File: config.mk
export PLATFORM = sky130hd
export DESIGN_NAME = trig_pulse_gen
export DESIGN_NICKNAME = d
export VERILOG_FILES = /design/src/rtl/trig_pulse_gen.sv
export SDC_FILE = /design/constraint.sdc
export NUM_CORES = 1
export LEC_CHECK = 0
export CORE_AREA = 2 2 39 41
export CTS_CLUSTER_SIZE = 28
export DETAILED_ROUTE_END_ITERATION = 6
export DIE_AREA = 0 0 41 43
export PLACE_DENSITY_LB_ADDON = 0.15
export SYNTH_ARGS = -nofsm -noshare
export SYNTH_HDL_FRONTEND = slang
export SYNTH_SLANG_ARGS = --single-unit
File: constraint.sdc
create_clock -name clk -period 2.3 [get_ports clk]
set_input_delay 0.69 -clock clk [delete_from_list [all_inputs] [get_ports clk]]
set_output_delay 0.69 -clock clk [all_outputs]
set_load 0.01 [all_outputs]
File: src/rtl/trig_pulse_gen.sv
// Trigger-to-pulse generator: each accepted trigger makes a HIGH_CYCLES-wide pulse followed by a LOW_CYCLES guard gap.
// Define TRIG_PULSE_GEN_QUEUE_EN to queue triggers that arrive while a pulse is in flight; otherwise they are dropped.
module trig_pulse_gen #(
  parameter int HIGH_CYCLES = 4,
  parameter int LOW_CYCLES  = 4,
  parameter int PEND_W      = 4
) (
  input  logic              clk,
  input  logic              rst,
  input  logic              trig,
  input  logic              ovf_clr,
  output logic              sig_out,
  output logic              busy,
  output logic [PEND_W-1:0] pend_cnt,
  output logic              overflow
);

  localparam int MAX_CYC = (HIGH_CYCLES > LOW_CYCLES) ? HIGH_CYCLES : LOW_CYCLES;
  localparam int CNT_W   = $clog2(MAX_CYC) + 1;

  localparam logic [CNT_W-1:0] HIGH_LOAD = CNT_W'(HIGH_CYCLES - 1);
  localparam logic [CNT_W-1:0] LOW_LOAD  = CNT_W'(LOW_CYCLES - 1);
  localparam logic [CNT_W-1:0] CNT_ONE   = CNT_W'(1);

  typedef enum logic [1:0] {
    IDLE = 2'd0,
    HIGH = 2'd1,
    LOW  = 2'd2
  } state_t;

  state_t             state_q, state_d;
  logic [CNT_W-1:0]   cnt_q, cnt_d;
  logic [PEND_W-1:0]  pend_q, pend_d;
  logic               sig_q, sig_d;
  logic               ovf_q, ovf_d;
  logic               at_lp;
  logic               launch;
  logic               lost;

`ifdef TRIG_PULSE_GEN_QUEUE_EN
  localparam logic [PEND_W-1:0] PEND_ONE = PEND_W'(1);
  logic inc;
  logic dec;
`endif

  // NOTE: every signal driven here gets a default first, so no path can infer a latch.
  always_comb begin
    state_d = state_q;
    cnt_d   = cnt_q;
    launch  = 1'b0;
    at_lp   = (state_q == LOW) && (cnt_q == '0);

    case (state_q)
      IDLE: begin
        if (trig) begin
          state_d = HIGH;
          cnt_d   = HIGH_LOAD;
        end
      end
      HIGH: begin
        if (cnt_q == '0) begin
          state_d = LOW;
          cnt_d   = LOW_LOAD;
        end else begin
          cnt_d = cnt_q - CNT_ONE;
        end
      end
      LOW: begin
        if (cnt_q == '0) begin
          // Launch point: a queued trigger or a fresh strobe starts the next pulse.
          if ((pend_q != '0) || trig) begin
            launch  = 1'b1;
            state_d = HIGH;
            cnt_d   = HIGH_LOAD;
          end else begin
            state_d = IDLE;
          end
        end else begin
          cnt_d = cnt_q - CNT_ONE;
        end
      end
      default: begin
        state_d = IDLE;
        cnt_d   = '0;
      end
    endcase

    sig_d = (state_d == HIGH);

`ifdef TRIG_PULSE_GEN_QUEUE_EN
    // A strobe at the launch point is both an increment and the consuming decrement.
    inc    = trig && (state_q != IDLE);
    dec    = launch;
    pend_d = pend_q;
    lost   = 1'b0;
    if (inc && !dec) begin
      if (&pend_q) lost = 1'b1;
      else         pend_d = pend_q + PEND_ONE;
    end else if (dec && !inc) begin
      pend_d = pend_q - PEND_ONE;
    end
`else
    pend_d = '0;
    lost   = trig && (state_q != IDLE) && !at_lp;
`endif

    // A loss in the same cycle as a clear request keeps the flag set.
    if (lost)         ovf_d = 1'b1;
    else if (ovf_clr) ovf_d = 1'b0;
    else              ovf_d = ovf_q;
  end

  // NOTE: sequential state uses non-blocking assignments so all registers update from pre-edge values.
  always_ff @(posedge clk or posedge rst) begin
    if (rst) begin
      state_q <= IDLE;
      cnt_q   <= '0;
      pend_q  <= '0;
      sig_q   <= 1'b0;
      ovf_q   <= 1'b0;
    end else begin
      state_q <= state_d;
      cnt_q   <= cnt_d;
      pend_q  <= pend_d;
      sig_q   <= sig_d;
      ovf_q   <= ovf_d;
    end
  end

  assign sig_out  = sig_q;
  assign busy     = (state_q != IDLE);
  assign pend_cnt = pend_q;
  assign overflow = ovf_q;

endmodule
==> results_dict.tcl, run 1 <==
set metrics [dict create \
    outcome "complete, no violations" \
    max-cap-violations 0 \
    cts_sinks 7 \
    critPathRequiredTime_ps 1610 \
    num_vias 304 \
    num_antenna_cells 0 \
    setup_viol 0 \
    cts_buffers 3 \
    start_util 0.304 \
    design.portCount 11 \
    nNetsFinal 55 \
    drcViolationCount 0 \
    drive_above_1_share 0.0833 \
    overflow 0 \
    htreeDepth 1 \
    rsz0062_at_grt "false" \
    fin_crit_sh 0.953 \
    power_mw 0.640 \
    cp_data_arrival_time_ps 1500 \
    clk_pin_slew_ps 60 \
    areaGrowthSynthToFinish_pct 16.1 \
    ys_warn_count 0 \
    grt_pass1_wl_um 979 \
    crit_path_end_kind "output port" \
    layout_min_cycle_time_ps 2190 \
    fin_skew_ps 4.78 \
    p_leak_nw 0.219 \
    grt_usage 0.0889 \
    hold_path_end "cnt_q[0]$_DFF_PP0_" \
    max_freq_ghz 0.456 \
    synthesis.area_um2 420 \
    hpwlAfterDp_um 515 \
    dpl-instance-area_um2 462 \
    ys_seq_elements 7 \
    fin_cells 64 \
    ys_seq_area_frac 0.417 \
    cts_root_buffer "clkbuf_4" \
    drt-pass1-iter-count 4 \
    grt_pass1_vias 256 \
    vias_per_cell 4.75 \
    reg2regPathDepth 5 \
    die_y_um 43 \
    cp_max_fo 11 \
    clockBufferDepth 2 \
    core_area_um2 1380 \
    post_drt_wl_per_cell_um 10.5 \
    peakVddDrop_uv 426 \
    reg2reg_to "cnt_q[1]$_DFF_PP0_" \
    finalWirelength_um 673 \
    setup.worst_path.start "state_q[0]$_DFF_PP0_" \
    whs_path_depth 1 \
    die_area_um2 1760 \
    cts_resized 0 \
    cts_setup_buffers 0 \
    ff2ff_setup_slack_ps 860 \
    clkLatencyLatePin_ps 250 \
    ant_nets 0 \
    die_w_um 41 \
    finalHoldViolations 0 \
    r2r-start "cnt_q[0]$_DFF_PP0_" \
    p_per_area_nw_per_um2 1310 \
    synth_cell_types 23 \
    slew_violations 0 \
    n_fill_cell 143 \
    critPathKind "reg -> out" \
    drtIter0Drc 4 \
    cts_hold_buf 0 \
    setup_tns_ps 0 \
    cp-start-kind "register" \
    std_cell_rows 14 \
    cts_tree "built" \
    syn_area_per_cell_um2 10.0 \
    min-delay-start "cnt_q[0]$_DFF_PP0_" \
    dp.cells 60 \
    grt_max_degree 13 \
    hp-class "reg -> reg" \
    syn_inst 42 \
    fin_area_um2 488 \
    place.gp.congestion 0.640 \
    io_buffer_count 6 \
    antenna_found_initial 0 \
]
[final cells by class]
cell class	count	area (um^2)	share of cell area
clock buffer	4	26.3	0.0538
inverter	5	18.8	0.0385
multi-input combinational	26	188	0.385
sequential	7	175	0.359
tap	16	20.0	0.0410
timing repair buffer	6	60.1	0.123
[cell families (layout without fill, tap and decap cells)]
| kind of cell | after synthesis | count (layout) | synth area share |
|---|---|---|---|
| DFF | 7 | 7 | 0.417 |
| muxes | 2 | 2 | 0.0476 |
| xor gates and xnor gates | 1 | 1 | 0.0208 |
| other | 1 | 4 | 0.00892 |
| adders and majority gates | 2 | 2 | 0.0595 |
| and+or+nand+nor | 7 | 7 | 0.125 |
| AOI/OAI and AO/OA | 10 | 10 | 0.158 |
| buffers and inverters | 12 | 15 | 0.164 |
[power by group]
part | internal [mW] | switching [mW]
combinational | 0.153 | 0.123
sequential | 0.182 | 0.0679
clock | 0.0664 | 0.0474
[cell usage after synthesis, drive strengths merged]
cell type,instances,area share
a2111oi,2,0.042
nor2,1,0.0089
dfrtp,7,0.42
nand2,1,0.0089
inv,5,0.045
or3b,1,0.021
buf,6,0.11
nand2b,1,0.033
o21ai,2,0.024
conb,1,0.0089
ha,2,0.060
or2,1,0.015
or4b,1,0.024
xnor2,1,0.021
a21oi,3,0.036
o22ai,1,0.015
and2,1,0.015
a221oi,2,0.042
mux2i,2,0.048
clkbuf,1,0.0089
[flip-flops by register name, indices dropped and copies added (netlist names)]
| signal | flops |
|---|---|
| overflow | 1 |
| sig_out | 1 |
| cnt_q | 3 |
| state_q | 2 |
[worst max path at each step]
stage                              end  slack, ps  depth (start not counted)
finish                            busy        110                          2
global route                      busy         40                          2
CTS                               busy        110                          2
detailed placement                busy        390                          2
global placement                  busy        410                          2
floorplan           cnt_q[0]$_DFF_PP0_        910                          6
[per-layer routing]
layer	GRT usage	up-vias	wire, um
li1	-	151	-
met1	0.118	143	302
met2	0.106	7	319
met3	0.0314	3	27
met4	0.0800	0	23
met5	0	-	0
[critical path: stages (launching register included)]
cell and delay (ps):
dfrtp_1 480, or2_1 280, clkdlybuf4s50_1 480
[layout by cell type (no fill, tap or decap)]
| master | count |
|---|---|
| conb_1 | 4 |
| or2_1 | 1 |
| or4b_1 | 1 |
| o22ai_1 | 1 |
| clkbuf_1 | 1 |
| nand2_1 | 1 |
| or3b_1 | 1 |
| clkdlybuf4s50_1 | 6 |
| o21ai_0 | 1 |
| inv_1 | 5 |
| a2111oi_0 | 2 |
| nand2b_4 | 1 |
| dfrtp_1 | 7 |
| a21oi_1 | 3 |
| and2_1 | 1 |
| ha_1 | 2 |
| xnor2_1 | 1 |
| a221oi_1 | 2 |
| mux2i_1 | 2 |
| clkbuf_4 | 3 |
| o21ai_1 | 1 |
| nor2_1 | 1 |
[through the flow]
step                       util  setup WS, ps  hold slack [ps]
after detailed placement  0.334           386              505
final                     0.353           109              502
after CTS                 0.353           107              512
after floorplan               -           906              457
after global routing      0.353          42.7              518
after global placement    0.334           408              500
Power figures use the tool's default switching activity.
==> run 2, diff against run 1 <==
- GPL_TIMING_DRIVEN: unset -> 1
- SLEW_MARGIN: unset -> 25
==> results of run 2 <==
Same layout as run 1: the final DEF is identical, and so are final timing and power.
